`src/rtl/io_map_pkg.sv`:
```
// ============================================================================
// Module   : io_map_pkg
// Brief    : I/O region address map, register indices and CTRL/STAT bit fields.
// Revision : 1.0 - initial release
// ============================================================================
`default_nettype none

package io_map_pkg;

    // Byte offsets within the I/O region
    localparam logic [4:0] IO_LED    = 5'h00;
    localparam logic [4:0] IO_SW     = 5'h04;
    localparam logic [4:0] IO_BTN_EV = 5'h08;
    localparam logic [4:0] IO_CTRL   = 5'h0C;
    localparam logic [4:0] IO_PRESC  = 5'h10;
    localparam logic [4:0] IO_CNT    = 5'h14;
    localparam logic [4:0] IO_CMP    = 5'h18;
    localparam logic [4:0] IO_STAT   = 5'h1C;

    localparam int CTRL_EN          = 0;
    localparam int CTRL_AUTO_RELOAD = 1;
    localparam int CTRL_IRQ_EN      = 2;
    localparam int STAT_MATCH       = 0;

    // Top address nibble the data-memory mux decodes as the I/O region
    localparam logic [3:0] IO_BASE_NIBBLE = 4'hF;

    typedef enum logic [2:0] {
        REG_LED    = 3'd0,
        REG_SW     = 3'd1,
        REG_BTN_EV = 3'd2,
        REG_CTRL   = 3'd3,
        REG_PRESC  = 3'd4,
        REG_CNT    = 3'd5,
        REG_CMP    = 3'd6,
        REG_STAT   = 3'd7
    } io_reg_e;

    function automatic logic io_region_hit(input logic [3:0] addr_top_nibble);
        return addr_top_nibble == IO_BASE_NIBBLE;
    endfunction

endpackage

`default_nettype wire

```
`src/rtl/mmio_io_regs_if.sv`:
```
// ============================================================================
// Module   : mmio_io_regs_if
// Brief    : Core-side store/load bus between the address mux and the I/O block.
// Revision : 1.0 - initial release
// ============================================================================
`default_nettype none

interface mmio_io_regs_if;
    logic [4:0]  addr;
    logic        io_wr;
    logic [31:0] wr_dat;
    logic [31:0] rd_io_dat;

    modport master (output addr, output io_wr, output wr_dat, input  rd_io_dat);
    modport slave  (input  addr, input  io_wr, input  wr_dat, output rd_io_dat);
endinterface

`default_nettype wire

```
`src/rtl/io_sync_edge.sv`:
```
// ============================================================================
// Module   : io_sync_edge
// Brief    : Two-flop input synchroniser with optional synced rising-edge pulse.
// Revision : 1.0 - initial release
// ============================================================================
`default_nettype none

module io_sync_edge #(
    parameter int W    = 1,
    parameter bit EDGE = 1'b0
) (
    input  wire logic         clk,
    input  wire logic         rst_n,
    input  wire logic [W-1:0] i_d,
    output logic      [W-1:0] o_q,
    output logic      [W-1:0] o_rise
);

    logic [W-1:0] r_meta;
    logic [W-1:0] r_sync;

    always_ff @(posedge clk or negedge rst_n) begin
        if (!rst_n) begin
            r_meta <= '0;
            r_sync <= '0;
        end else begin
            r_meta <= i_d;
            r_sync <= r_meta;
        end
    end

    assign o_q = r_sync;

    generate
        if (EDGE) begin : g_edge
            logic [W-1:0] r_prev;

            always_ff @(posedge clk or negedge rst_n) begin
                if (!rst_n) begin
                    r_prev <= '0;
                end else begin
                    r_prev <= r_sync;
                end
            end

            assign o_rise = r_sync & ~r_prev;
        end else begin : g_no_edge
            assign o_rise = '0;
        end
    endgenerate

endmodule

`default_nettype wire

```
`src/rtl/mmio_io_regs.sv`:
```
// ============================================================================
// Module   : mmio_io_regs
// Brief    : LED/switch/button registers plus prescaled compare timer with IRQ.
// Revision : 1.0 - initial release
// ============================================================================
`default_nettype none

module mmio_io_regs
    import io_map_pkg::*;
#(
    parameter int LED_W = 16,
    parameter int SW_W  = 16,
    parameter int BTN_W = 5
) (
    input  wire logic             clk,
    input  wire logic             rst_n,
    mmio_io_regs_if.slave         bus,
    input  wire logic [SW_W-1:0]  sw_in,
    input  wire logic [BTN_W-1:0] btn_in,
    output logic      [LED_W-1:0] led_out,
    output logic                  tmr_irq
);

    logic [LED_W-1:0] r_led;
    logic [BTN_W-1:0] r_btn_ev;
    logic [2:0]       r_ctrl;
    logic [15:0]      r_presc;
    logic [15:0]      r_pcnt;
    logic [31:0]      r_cnt;
    logic [31:0]      r_cmp;
    logic             r_match;

    logic [SW_W-1:0]  w_sw_sync;
    logic [SW_W-1:0]  w_unused_sw_rise;
    logic [BTN_W-1:0] w_btn_sync_unused;
    logic [BTN_W-1:0] w_btn_rise;

    io_reg_e          w_sel;
    logic             w_wr_led, w_wr_btn, w_wr_ctrl, w_wr_presc;
    logic             w_wr_cnt, w_wr_cmp, w_wr_stat;
    logic             w_tick;
    logic             w_match_set;
    logic [31:0]      w_rd;
    logic             w_unused;

    io_sync_edge #(.W(SW_W), .EDGE(1'b0)) u_sw_sync (
        .clk    (clk),
        .rst_n  (rst_n),
        .i_d    (sw_in),
        .o_q    (w_sw_sync),
        .o_rise (w_unused_sw_rise)
    );

    io_sync_edge #(.W(BTN_W), .EDGE(1'b1)) u_btn_sync (
        .clk    (clk),
        .rst_n  (rst_n),
        .i_d    (btn_in),
        .o_q    (w_btn_sync_unused),
        .o_rise (w_btn_rise)
    );

    // Byte lanes are not decoded; every access is a full word
    assign w_unused = &{1'b0, bus.addr[1:0]};
    assign w_sel    = io_reg_e'(bus.addr[4:2]);

    assign w_wr_led   = bus.io_wr && (w_sel == REG_LED);
    assign w_wr_btn   = bus.io_wr && (w_sel == REG_BTN_EV);
    assign w_wr_ctrl  = bus.io_wr && (w_sel == REG_CTRL);
    assign w_wr_presc = bus.io_wr && (w_sel == REG_PRESC);
    assign w_wr_cnt   = bus.io_wr && (w_sel == REG_CNT);
    assign w_wr_cmp   = bus.io_wr && (w_sel == REG_CMP);
    assign w_wr_stat  = bus.io_wr && (w_sel == REG_STAT);

    // A PRESC write restarts the prescale period, so it also swallows the tick
    assign w_tick      = r_ctrl[CTRL_EN] && (r_pcnt == r_presc) && !w_wr_presc;
    assign w_match_set = w_tick && !w_wr_cnt && (r_cnt == r_cmp);

    always_ff @(posedge clk or negedge rst_n) begin
        if (!rst_n) begin
            r_led   <= '0;
            r_ctrl  <= '0;
            r_presc <= '0;
            r_cmp   <= '0;
        end else begin
            if (w_wr_led)   r_led   <= bus.wr_dat[LED_W-1:0];
            if (w_wr_ctrl)  r_ctrl  <= bus.wr_dat[2:0];
            if (w_wr_presc) r_presc <= bus.wr_dat[15:0];
            if (w_wr_cmp)   r_cmp   <= bus.wr_dat;
        end
    end

    // Sticky flags: a set arriving with its write-1-to-clear survives
    always_ff @(posedge clk or negedge rst_n) begin
        if (!rst_n) begin
            r_btn_ev <= '0;
            r_match  <= 1'b0;
        end else begin
            r_btn_ev <= (r_btn_ev & ~(w_wr_btn ? bus.wr_dat[BTN_W-1:0] : '0)) | w_btn_rise;
            r_match  <= (r_match & ~(w_wr_stat & bus.wr_dat[STAT_MATCH])) | w_match_set;
        end
    end

    always_ff @(posedge clk or negedge rst_n) begin
        if (!rst_n) begin
            r_pcnt <= '0;
        end else if (!r_ctrl[CTRL_EN] || w_wr_presc || (r_pcnt == r_presc)) begin
            r_pcnt <= '0;
        end else begin
            r_pcnt <= r_pcnt + 16'd1;
        end
    end

    always_ff @(posedge clk or negedge rst_n) begin
        if (!rst_n) begin
            r_cnt <= '0;
        end else if (w_wr_cnt) begin
            r_cnt <= bus.wr_dat;
        end else if (w_tick) begin
            if ((r_cnt == r_cmp) && r_ctrl[CTRL_AUTO_RELOAD]) begin
                r_cnt <= '0;
            end else begin
                r_cnt <= r_cnt + 32'd1;
            end
        end
    end

    always_comb begin
        w_rd = '0;
        case (w_sel)
            REG_LED:    w_rd[LED_W-1:0] = r_led;
            REG_SW:     w_rd[SW_W-1:0]  = w_sw_sync;
            REG_BTN_EV: w_rd[BTN_W-1:0] = r_btn_ev;
            REG_CTRL:   w_rd[2:0]       = r_ctrl;
            REG_PRESC:  w_rd[15:0]      = r_presc;
            REG_CNT:    w_rd            = r_cnt;
            REG_CMP:    w_rd            = r_cmp;
            REG_STAT:   w_rd[STAT_MATCH] = r_match;
            default:    w_rd            = '0;
        endcase
    end

    assign bus.rd_io_dat = w_rd;
    assign led_out       = r_led;
    assign tmr_irq       = r_match & r_ctrl[CTRL_IRQ_EN];

endmodule

`default_nettype wire

```
`src/flat_wrapper.sv`:
```
// flat-port wrapper written by rule: the top's interface ports become plain ports
module mmio_io_regs_flat import io_map_pkg::*;
#(
    parameter int LED_W = 16,
    parameter int SW_W  = 16,
    parameter int BTN_W = 5
)
  (clk, rst_n, sw_in, btn_in, led_out, tmr_irq, bus_addr, bus_io_wr, bus_wr_dat, bus_rd_io_dat);
  mmio_io_regs_if bus_i ();
  input  wire logic clk;
  input  wire logic rst_n;
  input  wire logic [SW_W-1:0] sw_in;
  input  wire logic [BTN_W-1:0] btn_in;
  output logic      [LED_W-1:0] led_out;
  output logic tmr_irq;
  input wire logic [$bits(bus_i.addr)-1:0] bus_addr;
  input wire logic [$bits(bus_i.io_wr)-1:0] bus_io_wr;
  input wire logic [$bits(bus_i.wr_dat)-1:0] bus_wr_dat;
  output wire logic [$bits(bus_i.rd_io_dat)-1:0] bus_rd_io_dat;
  assign bus_i.addr = bus_addr;
  assign bus_i.io_wr = bus_io_wr;
  assign bus_i.wr_dat = bus_wr_dat;
  assign bus_rd_io_dat = bus_i.rd_io_dat;
  mmio_io_regs #(.LED_W(LED_W), .SW_W(SW_W), .BTN_W(BTN_W)) u_core (.clk(clk), .rst_n(rst_n), .bus(bus_i), .sw_in(sw_in), .btn_in(btn_in), .led_out(led_out), .tmr_irq(tmr_irq));
endmodule
```
`config.mk`:
```
export PLATFORM = sky130hd
export DESIGN_NAME = mmio_io_regs_flat
export DESIGN_NICKNAME = d
export VERILOG_FILES = /design/src/rtl/io_map_pkg.sv /design/src/rtl/mmio_io_regs_if.sv /design/src/rtl/io_sync_edge.sv /design/src/rtl/mmio_io_regs.sv /design/src/flat_wrapper.sv
export SDC_FILE = /design/constraint.sdc
export NUM_CORES = 1
export LEC_CHECK = 0
export ABC_AREA = 1
export CAP_MARGIN = 20
export CELL_PAD_IN_SITES_DETAIL_PLACEMENT = 0
export CELL_PAD_IN_SITES_GLOBAL_PLACEMENT = 1
export CORE_ASPECT_RATIO = 0.8
export CORE_MARGIN = 2
export CORE_UTILIZATION = 35
export DETAILED_ROUTE_END_ITERATION = 7
export HOLD_SLACK_MARGIN = 0.12
export PLACE_DENSITY = 0.75
export SLEW_MARGIN = 20
export SYNTH_ARGS = -nofsm -noshare
export SYNTH_HDL_FRONTEND = slang
export SYNTH_SLANG_ARGS = --single-unit
```
`constraint.sdc`:
```
create_clock -name clk -period 1.6 [get_ports clk]
set_clock_uncertainty 0.15 [all_clocks]
set_input_delay 0.16 -clock clk [delete_from_list [all_inputs] [get_ports clk]]
set_output_delay 0.16 -clock clk [all_outputs]
set_load 0.02 [all_outputs]
```
==> flow_metrics.tcl <==
set metrics [dict create \
    synth-async-reset-ratio_pct 100.0 \
    synthToLayoutAreaGrowth_pct 67.33 \
    htree_levels 4 \
    diodes 0 \
    vdd_drop_max_mv 0.8280 \
    finalCritPeriodShare_pct 126.2 \
    yosysWarningCount 0 \
    die_width_um 178.1 \
    drt-wirelength-per-cell_um 16.85 \
    cap_violations 0 \
    placed_area_um2 11730 \
    finalMaxSlewViolations 0 \
    yosys.area.top_type "dfrtp_1" \
    placedCellCount 1673 \
    nets 1519 \
    setup_viol 70 \
    antenna_found_initial 0 \
    overflow 0 \
    path_cells "xor2_1 -> nor2_1 -> nand2_1 -> nor2_4 -> nand3_4 -> nor2_4 -> buf_6 -> clkbuf_16 -> nand3_2 -> nand3_2" \
    fp.dieArea_um2 25530 \
    fin_crit_ps 2019 \
    synth_top_area_share_pct 49.52 \
    synth_top_cells_by_area "dfrtp_1 50%, nand2_1 14%, o21ai_0 5.1%, nand3_1 4.8%, inv_1 4.6%" \
    violations "negative setup slack" \
    drive_gt1_share_pct 40.71 \
    startpoint_type "flop" \
    synth_most_common_cell "nand2_1" \
    hold_class "in2reg" \
    drc 0 \
    num_io_pins 110 \
    grtUsageTotal_pct 23.68 \
    p_per_area_nw_per_um2 1001 \
    cts_buffers 17 \
    synth_nets 1125 \
    num_vias 8692 \
    yosys-top-cells-count "327 x nand2_1, 168 x dfrtp_1, 105 x inv_1" \
    cp_slowest_cell "dfrtp_1" \
    critPathMaxFanout 5 \
    cp.arrival_ps 2250 \
    dp_hpwl_um 20470 \
    cp-end-kind "flop" \
    p_leak_nw 6.785 \
    crit_type "reg2reg" \
    yosys_most_used_dff "dfrtp_1" \
    seq_area_frac_synth_pct 49.52 \
    drt_wl_total_um 30020 \
    worstMarginPinSlew_ps 328.9 \
    synth-edff-count 0 \
    synth_seq_cells 168 \
    hold_violations 0 \
    multiInputGateArea_um2 4716 \
    cts_buffer_depth 2 \
    cts.sinks 168 \
    max_freq_ghz 0.4952 \
    instances_no_fill 1781 \
    num_rows 50 \
    yosysUniqueCellTypes 41 \
    seq_area_um2 4212 \
    outcome "finished with violations" \
    path_clk_slew_ps 70 \
    die_h_um 143.3 \
    relSlewSlack_pct 77.99 \
    syn-cell-area_um2 8489 \
    via_per_inst 4.880 \
    clkLatencyLatePin_ps 440 \
    tritoncts "done" \
    grt_start_max_net_pins 44 \
    crit_required_ps 1830 \
    timing.final.ws_setup_ps -419.4 \
    ant_nets 0 \
    firstDrtPassIters 5 \
    core_area_um2 23590 \
    final_area_um2 14200 \
    max_stage_delay_ps 410 \
    grt_pass1_wl_um 45840 \
    rsz0062_at_grt "true" \
    grt_pass1_vias 8552 \
    initial_core_util_pct 35.99 \
    port_buffers 107 \
    root_buffer "clkbuf_16" \
    drtIter0Drc 550 \
    nFillCells 1988 \
    globalplace.congestion 0.9050 \
    syn_avg_cell_area_um2 7.994 \
    synth_cells 1062 \
]
==> kinds of logic after synthesis <==
logic type | share of synthesized area (%)
AND/OR/NAND/NOR | 27.16
multiplexers | 0.5305
AO/OA/AOI/OAI | 9.241
buffers and inverters | 7.472
flip-flops | 49.52
XOR/XNOR | 5.777
adder cells (fa/ha/maj) | 0.2947
==> final timing paths <==
check | startpoint | slack [ps] | endpoint | depth (start not counted)
max | u_core.r_pcnt[12] | -420 | u_core.r_cnt[11] | 10
min | bus_wr_dat[27] | 160 | u_core.r_cmp[27] | 3
max reg2reg | u_core.r_pcnt[12] | -420 | u_core.r_cnt[11] | 10
min reg2reg | u_core.u_sw_sync.r_meta[12] | 200 | u_core.u_sw_sync.o_q[12] | 0
max in group asynchronous | rst_n | 160 | u_core.r_pcnt[10] | 4
min in group asynchronous | rst_n | 560 | u_core.r_cmp[18] | 3
==> cell type report <==
type | instances | area share [%]
multi-input combinational | 740 | 33.20
sequential | 168 | 29.65
timing repair buffer | 414 | 27.26
inverter | 115 | 3.197
clock buffer | 17 | 2.995
tap | 312 | 2.748
clock inverter | 15 | 0.9513
==> cells in the final DEF (no fill, tap or decap), types with 10 or more instances in the layout <==
cell             Yosys  layout
nand2_2              3      27
o21ai_0             86      72
nor2_2               3      12
a21oi_1             14      10
xnor2_1             21      15
nand3_4              2      11
inv_2                7      31
clkdlybuf4s50_1      0      54
dlygate4sd3_1        0      23
nor2_1              80      50
nand2_1            327     294
dfrtp_1            168     162
buf_4                0     222
nor3_1              21      12
buf_6                5      70
nand3_2              0      43
xor2_1              35      33
clkbuf_16            0      18
nor2_4               1      22
buf_12               0      16
clkbuf_2             2      10
nand3_1             82      30
inv_1              105      76
==> worst max-delay path: cells and delay by family, from the launching register on <==
| kind | cells | cell delay (ps) |
|---|---|---|
| xor+xnor | 1 | 170 |
| buf+inv | 2 | 310 |
| flops | 1 | 410 |
| simple gates | 7 | 900 |
==> sequential cells by signal, summed over array words and instances, names as in the netlist <==
signal                           count
u_core.r_cmp                        32
u_core.r_cnt                        32
u_core.led_out                      16
u_core.r_pcnt                       16
u_core.r_presc                      16
u_core.u_sw_sync.o_q                16
u_core.u_sw_sync.r_meta             16
u_core.r_btn_ev                      5
u_core.u_btn_sync.g_edge.r_prev      5
u_core.u_btn_sync.o_q                5
u_core.u_btn_sync.r_meta             5
u_core.r_ctrl                        3
u_core.r_match                       1
==> power by group <==
| part | total (mW) | internal, mW | switching, mW | leakage, nW |
|---|---|---|---|---|
| Sequential | 5.36 | 4.83 | 0.526 | 2.05 |
| Combinational | 4.85 | 2.46 | 2.39 | 4.46 |
| Clock | 4.01 | 2.05 | 1.96 | 0.270 |
| Total | 14.2 | 9.35 | 4.87 | 6.79 |
==> metal layers <==
| layer | vias up | routed length, um | part of all wire, % | GRT usage, % |
|---|---|---|---|---|
| li1 | 4212 | - | - | - |
| met1 | 4202 | 13940 | 46 | 33.19 |
| met2 | 241 | 13870 | 46 | 36.90 |
| met3 | 37 | 1724 | 5.7 | 5.265 |
| met4 | 0 | 484 | 1.6 | 6.687 |
| met5 | - | 0 | 0 | 0 |
==> repair_timing <==
item | in CTS | in global routing
hold buffers | 23 | 1
pin swaps | 98 | 53
setup buffers | 30 | 28
hold endpoints to repair | 189 | 18
endpoints found under the setup margin | 128 | 112
gates resized for setup | 450 | 125
cloned | 5 | 1
==> metrics by stage <==
step	utilization, %	power [mW]	setup TNS (ps)	hold slack (ps)	worst slack, ps
floorplan	-	7.086	-1258	-285.6	-46.04
global placement	49.72	9.214	-88500	-87.63	-1019
detailed placement	49.72	9.282	-95040	-88.98	-1045
CTS	57.92	13.90	-20590	147.1	-394.0
global route	60.23	14.95	-24530	176.8	-498.4
finish	60.23	14.21	-19100	158.2	-419.4
Power figures use the tool's default switching activity.
